<file path="config.mk">
export PLATFORM = sky130hd
export DESIGN_NAME = coin_collector_n
export DESIGN_NICKNAME = d
export VERILOG_FILES = /design/src/rtl/coin_collector_n.sv
export SDC_FILE = /design/constraint.sdc
export NUM_CORES = 2
export LEC_CHECK = 0
export ABC_AREA = 0
export BUFFER_PORTS_ARGS = -buffer_cell sky130_fd_sc_hd__buf_2
export CAP_MARGIN = 10
export CORE_ASPECT_RATIO = 0.6
export CORE_MARGIN = 5
export CORE_UTILIZATION = 45
export CTS_BUF_LIST = sky130_fd_sc_hd__clkbuf_4 sky130_fd_sc_hd__clkbuf_8
export DETAILED_ROUTE_END_ITERATION = 12
export REMOVE_ABC_BUFFERS = 1
export SETUP_SLACK_MARGIN = 0.15
export SLEW_MARGIN = 0
export SYNTH_ARGS = -nofsm -noshare
export SYNTH_HDL_FRONTEND = slang
export SYNTH_SLANG_ARGS = --single-unit
</file>
<file path="constraint.sdc">
create_clock -name Clk -period 7.3 [get_ports Clk]
set_input_delay 0.73 -clock Clk [delete_from_list [all_inputs] [get_ports Clk]]
set_output_delay 0.73 -clock Clk [all_outputs]
set_load 0.05 [all_outputs]
</file>
<file path="src/rtl/coin_collector_n.sv">
// coin_collector_n: scores ball/coin overlaps once per frame tick.
// A frame tick is a rising edge of frame_clk, sampled on Clk. In play
// state each coin inside the hit radius that is not already collected
// adds to a saturating score. A coin at or left of RECYCLE_X becomes
// visible again (its collected flag is cleared).
// Optional feature macro: COIN_COMBO_EN. When it is defined, hits inside
// a COMBO_WINDOW-frame window after a scoring tick are worth double.
module coin_collector_n #(
  parameter int unsigned NUM_COINS    = 4,
  parameter int unsigned COORD_W      = 10,
  parameter int unsigned SCORE_W      = 7,
  parameter int unsigned HIT_R2       = 100,
  parameter int unsigned RECYCLE_X    = 144,
  parameter int unsigned COMBO_WINDOW = 60
) (
  input  logic                         Clk,
  input  logic                         Reset_n,
  input  logic                         frame_clk,
  input  logic [COORD_W-1:0]           Ball_X_Pos,
  input  logic [COORD_W-1:0]           Ball_Y_Pos,
  input  logic [NUM_COINS*COORD_W-1:0] coin_X_Pos,
  input  logic [NUM_COINS*COORD_W-1:0] coin_Y_Pos,
  input  logic [1:0]                   game_state,
  output logic [SCORE_W-1:0]           score,
  output logic [NUM_COINS-1:0]         coin_collected,
  output logic                         collect_pulse,
  output logic                         score_sat,
  output logic                         combo_active
);

  typedef enum logic [1:0] {
    GS_START = 2'd0,
    GS_PLAY  = 2'd1,
    GS_OVER  = 2'd2,
    GS_HOLD  = 2'd3
  } game_state_e;

  localparam int unsigned D_W   = 2*COORD_W + 3;
  localparam int unsigned CNT_W = $clog2(NUM_COINS + 1);
  localparam int unsigned ADD_W = CNT_W + 1;
  localparam int unsigned SUM_W = SCORE_W + ADD_W;
  localparam logic [SCORE_W-1:0] SCORE_MAX = '1;

  game_state_e            gs;
  logic [1:0]             fsync;
  logic                   sync_live;
  logic                   sync_armed;
  logic                   tick;
  logic                   play_tick;
  logic [NUM_COINS-1:0]   new_hit;
  logic [NUM_COINS-1:0]   recycle;
  logic [CNT_W-1:0]       hit_cnt;
  logic [ADD_W-1:0]       add_val;
  logic [SUM_W-1:0]       sum;
  logic [SCORE_W-1:0]     score_nxt;
  logic                   double_val;

  assign gs = game_state_e'(game_state);

  // Squared distance with both deltas sign-extended so the sum cannot overflow.
  function automatic logic in_radius(input logic [COORD_W-1:0] cx,
                                     input logic [COORD_W-1:0] cy,
                                     input logic [COORD_W-1:0] bx,
                                     input logic [COORD_W-1:0] by);
    logic signed [COORD_W:0] dx;
    logic signed [COORD_W:0] dy;
    logic signed [D_W-1:0]   dxe;
    logic signed [D_W-1:0]   dye;
    logic [D_W-1:0]          d2;
    dx  = $signed({1'b0, cx}) - $signed({1'b0, bx});
    dy  = $signed({1'b0, cy}) - $signed({1'b0, by});
    dxe = D_W'(dx);
    dye = D_W'(dy);
    d2  = $unsigned(dxe*dxe + dye*dye);
    return d2 <= D_W'(HIT_R2);
  endfunction

  // sync_armed requires a genuinely sampled low level before the first
  // tick after reset, so a frame_clk held high through reset cannot fire.
  assign tick      = fsync[0] & ~fsync[1] & sync_armed;
  assign play_tick = tick && (gs == GS_PLAY);

  // Per-coin hit/recycle classification and the score to apply on a tick.
  always_comb begin
    new_hit = '0;
    recycle = '0;
    hit_cnt = '0;
    for (int unsigned i = 0; i < NUM_COINS; i++) begin
      if (coin_X_Pos[i*COORD_W +: COORD_W] <= COORD_W'(RECYCLE_X)) begin
        recycle[i] = 1'b1;
      end else if (!coin_collected[i] &&
                   in_radius(coin_X_Pos[i*COORD_W +: COORD_W],
                             coin_Y_Pos[i*COORD_W +: COORD_W],
                             Ball_X_Pos, Ball_Y_Pos)) begin
        new_hit[i] = 1'b1;
      end
      hit_cnt = hit_cnt + CNT_W'(new_hit[i]);
    end
    add_val   = double_val ? {hit_cnt, 1'b0} : {1'b0, hit_cnt};
    sum       = SUM_W'(score) + SUM_W'(add_val);
    score_nxt = (sum > SUM_W'(SCORE_MAX)) ? SCORE_MAX : score_nxt_trunc(sum);
  end

  function automatic logic [SCORE_W-1:0] score_nxt_trunc(input logic [SUM_W-1:0] s);
    return s[SCORE_W-1:0];
  endfunction

  // Frame-edge synchroniser, score and coin flags.
  always_ff @(posedge Clk or negedge Reset_n) begin
    if (!Reset_n) begin
      fsync          <= '0;
      sync_live      <= 1'b0;
      sync_armed     <= 1'b0;
      score          <= '0;
      coin_collected <= '0;
      collect_pulse  <= 1'b0;
      score_sat      <= 1'b0;
    end else begin
      fsync         <= {fsync[0], frame_clk};
      sync_live     <= 1'b1;
      collect_pulse <= 1'b0;
      if (sync_live && !fsync[0]) begin
        sync_armed <= 1'b1;
      end
      if (gs == GS_START) begin
        score          <= '0;
        coin_collected <= '0;
        score_sat      <= 1'b0;
      end else if (play_tick) begin
        coin_collected <= (coin_collected | new_hit) & ~recycle;
        score          <= score_nxt;
        score_sat      <= (score_nxt == SCORE_MAX);
        collect_pulse  <= (hit_cnt != '0);
      end
    end
  end

`ifdef COIN_COMBO_EN
  localparam int unsigned CW = (COMBO_WINDOW < 1) ? 1 : $clog2(COMBO_WINDOW + 1);
  logic [CW-1:0] combo_cnt;

  assign double_val = combo_active;

  // Combo window counter: reload on scoring ticks, count down on other play ticks.
  always_ff @(posedge Clk or negedge Reset_n) begin
    if (!Reset_n) begin
      combo_cnt    <= '0;
      combo_active <= 1'b0;
    end else if (gs == GS_START) begin
      combo_cnt    <= '0;
      combo_active <= 1'b0;
    end else if (play_tick) begin
      if (hit_cnt != '0) begin
        combo_cnt    <= CW'(COMBO_WINDOW);
        combo_active <= (COMBO_WINDOW != 0);
      end else if (combo_cnt != '0) begin
        combo_cnt    <= combo_cnt - CW'(1);
        combo_active <= (combo_cnt != CW'(1));
      end
    end
  end
`else
  assign double_val   = 1'b0;
  assign combo_active = 1'b0;
`endif

endmodule

</file>
==> impl_results.md <==
- Detail Route Antenna Nets: 0
- Syn-to-layout area delta: 31.83%
- Post-Synth Adder-Cell Area: 0.6425
- Syn Area/Cell: 9.010 µm²
- RSZ-0062 raised after global routing: true
- Setup Crit Path Kind: input pin to flip-flop
- Synth Area in XOR/XNOR: 0.03297
- Failing checks: negative setup slack
- Worst Tran Pin Value: 1.339 ns
- Synth unique cells: 88
- Max cap viols: 0
- Global-route wire length before repair: 183,600 µm
- IO buf count: 117
- Warnings, synthesis: 0
- Simple-gate share of the synthesized area: 0.1013
- Reg2Reg Depth: 21
- Std cell rows: 83
- Core area: 85,990 µm²
- DRC viols: 0
- Pins Over Slew Limit: 0
- Share of layout cells above drive strength 1: 0.2886
- Die area: 93,320 µm²
- Clk_skew: 0.002372 ns
- Routed wire length per instance: 17.15 µm
- Critical Path Start Type: input pin
- Grt ovf: 0
- Num CTS Buffers: 3
- Worst setup EP type: flip-flop
- Largest family of logic cells by synthesized area: adder cells
- Vias after detailed routing: 32,040
- PnR worst setup slack: -3.918 ns
- Mapped Cells: 4,351
- Critical Path Max Stage Delay: 0.54 ns
- H-tree levels: 1
- Crit share post-route: 1.537
- Reg2Reg Capture Point: score_sat
- Clk sinks: 17
- Critical Path Start: Ball_X_Pos[1]
- Worst hold path type: input pin to asynchronous set/reset pin
- CP max-delay cell: or4_1
- Final design utilization: 0.6010
- Clock root buffer: clkbuf_8
- Nets: 7,043
- Vias in the first global route: 34,160
- Post-synthesis compound-gate area fraction: 0.07235
- Main synth FF type: dfrtp_1
- Tmin final: 11.22 ns
- Detailed router's first-iteration violation count: 1,805
- I/O pin count: 119
- Worst Path Arrival: 11.38 ns
- Number of antenna violations at the first check in global routing: 2
- Clock transition at path regs: 0.08 ns
- Clock Path Buffers: 2
- R2r setup slk: 2.34 ns
- Post-synthesis mux area share: 0.005458
- CP most frequent cell: fa_1
- Number of synthesized flops with an enable pin: 0
- Mapped Area: 39,200 µm²
- DRT Pass-1 Iters: 7
- Setup Viol. Count Final: 13
- CTS tree: done
- Hold-fix buffer count after cts: 0
- Worst Path Max Fanout: 3
- Vias/cell: 4.807
- Status: finished, violations left
- Initial cell density of the core: 0.4559
- Max Freq: 89.15 MHz
- Chip Height: 238.6 µm
- Worst-Skew Late Latency: 0.27 ns
- Reg2reg start: coin_collected[3]
- Ys async rst share: 1.000
- Critical path required time: 7.46 ns
- Register bit total from synthesis: 17
- End of the critical path: score_sat
- All-layer global routing usage: 0.2511
- Final hold violations: 0
- Pin count of the biggest net entering global routing: 18
- Sequential share of the synthesized area: 0.01085
- Total Wirelength: 114,300 µm
- Dpl hpwl: 103,600 µm
- Setup TNS: -40.94 ns
- Final GP Congestion: 0.9557
- Die X: 391.1 µm
- Max-slew headroom: 0.1024
==> logic make-up (layout without fill, tap and decap cells) <==
group | count (synthesis) | count (layout)
fa+ha+maj | 1421 | 1421
buf+inv | 1399 | 2565
compound gates | 430 | 430
other cells | 2 | 3
flops | 17 | 17
mux | 21 | 21
simple gates | 915 | 915
xor+xnor | 146 | 146
==> routing by layer <==
layer / global-route usage / up-vias / part of all wire
li1: - / 15260 / -
met1: 0.3793 / 15800 / 0.47
met2: 0.3645 / 895 / 0.41
met3: 0.07037 / 85 / 0.094
met4: 0.04362 / 0 / 0.020
met5: 0 / - / 0
==> repair_timing <==
item                       in CTS  in global routing
gates cloned                    0                  0
setup endpoints to repair      13                 13
gates resized for setup       280                209
pin swaps                     151                183
setup buffers                  64                 51
==> state kept, by name, indices dropped and copies added (netlist names) <==
signal and cells:
score 7, coin_collected 4, fsync 2, collect_pulse 1, score_sat 1, sync_armed 1
sync_live 1
==> final cells by class <==
type                    count  area [µm²]
multi-input cells        2935       35280
fillers                  7529       34310
repair buffers           1208        9363
inverters                1353        5131
well taps                1147        1435
flip-flops and latches     17       425.4
clock buffers               3       41.29
clock inverters             1       5.005
diodes                      1       2.502
==> cells in the final DEF, fill, tap and decap left out, drive strengths merged, types with 6 or more instances in the layout <==
cell,n
inv,1341
buf,1206
fa,987
ha,433
nor2,359
nand2,336
a21oi,117
xnor2,103
o21ai,92
a21o,60
xor2,42
nand2b,39
nor3,36
and2,34
nor2b,30
nand3,19
o21a,19
mux2i,18
dfrtp,17
a21boi,14
a31oi,13
nor4,13
a221oi,12
a211oi,11
o311ai,10
clkinv,9
o21bai,8
or3,8
o31ai,8
o211ai,7
or2,7
o22ai,6
nand4,6
and3,6
==> through the flow <==
stage,std cells,hold slack (ns),worst slack (ns),cell area [µm²]
after floorplan,4305,0.3741,-4.361,39010
after global placement,6545,0.3903,-4.606,48670
after detailed placement,6545,0.3994,-4.867,48670
after CTS,6613,0.4096,-3.834,50430
after global routing,6664,0.4257,-4.322,51680
final,6665,0.3960,-3.918,51680
==> synthesized netlist by cell type, types with 6 or more instances <==
cell type | instances | share of area
and2_1 | 34 | 0.0054
dfrtp_1 | 17 | 0.011
o31ai_1 | 6 | 0.0011
inv_1 | 1317 | 0.13
o21ai_0 | 64 | 0.0082
a31oi_1 | 13 | 0.0021
nor2b_1 | 30 | 0.0048
a221oi_1 | 11 | 0.0025
o21a_1 | 19 | 0.0036
nand4_1 | 6 | 0.00096
a21boi_1 | 8 | 0.0015
nand2b_1 | 39 | 0.0062
ha_1 | 433 | 0.14
a21o_1 | 60 | 0.011
a21oi_1 | 117 | 0.015
nand2_1 | 335 | 0.032
mux2i_1 | 18 | 0.0046
nor3_1 | 35 | 0.0045
o22ai_1 | 6 | 0.00096
nor2_1 | 359 | 0.034
clkinv_1 | 10 | 0.00096
and3_1 | 6 | 0.00096
o21bai_1 | 8 | 0.0015
xor2_1 | 42 | 0.0094
clkbuf_1 | 38 | 0.0036
nor4_1 | 13 | 0.0021
a211oi_1 | 11 | 0.0021
a21boi_0 | 6 | 0.0011
o211ai_1 | 7 | 0.0013
fa_1 | 987 | 0.50
or3_1 | 8 | 0.0013
nand3_1 | 19 | 0.0024
inv_2 | 26 | 0.0025
xnor2_1 | 103 | 0.023
o21ai_1 | 28 | 0.0036
==> critical path: cells and delay by family <==
family	cells	cell delay, ns
multiplexers	1	0.31
buffers and inverters	12	1.24
AO/OA/AOI/OAI	13	2.13
adder cells (fa/ha/maj)	14	5.58
AND/OR/NAND/NOR	8	1.23
XOR/XNOR	1	0.13
==> worst min-delay path by stage <==
| stage | start | to | slack (ns) | cells after the start |
|---|---|---|---|---|
| floorplan | fsync[0] | fsync[1] | 0.37 | 0 |
| global placement | fsync[0] | fsync[1] | 0.39 | 0 |
| detailed placement | fsync[0] | fsync[1] | 0.40 | 0 |
| CTS | Reset_n | fsync[0] | 0.41 | 1 |
| global route | Reset_n | fsync[1] | 0.43 | 1 |
| finish | Reset_n | fsync[1] | 0.40 | 1 |
Power is left out: the tool's default activity adds up to more than one toggle a clock period on the data nets, which glitch-free logic cannot reach.
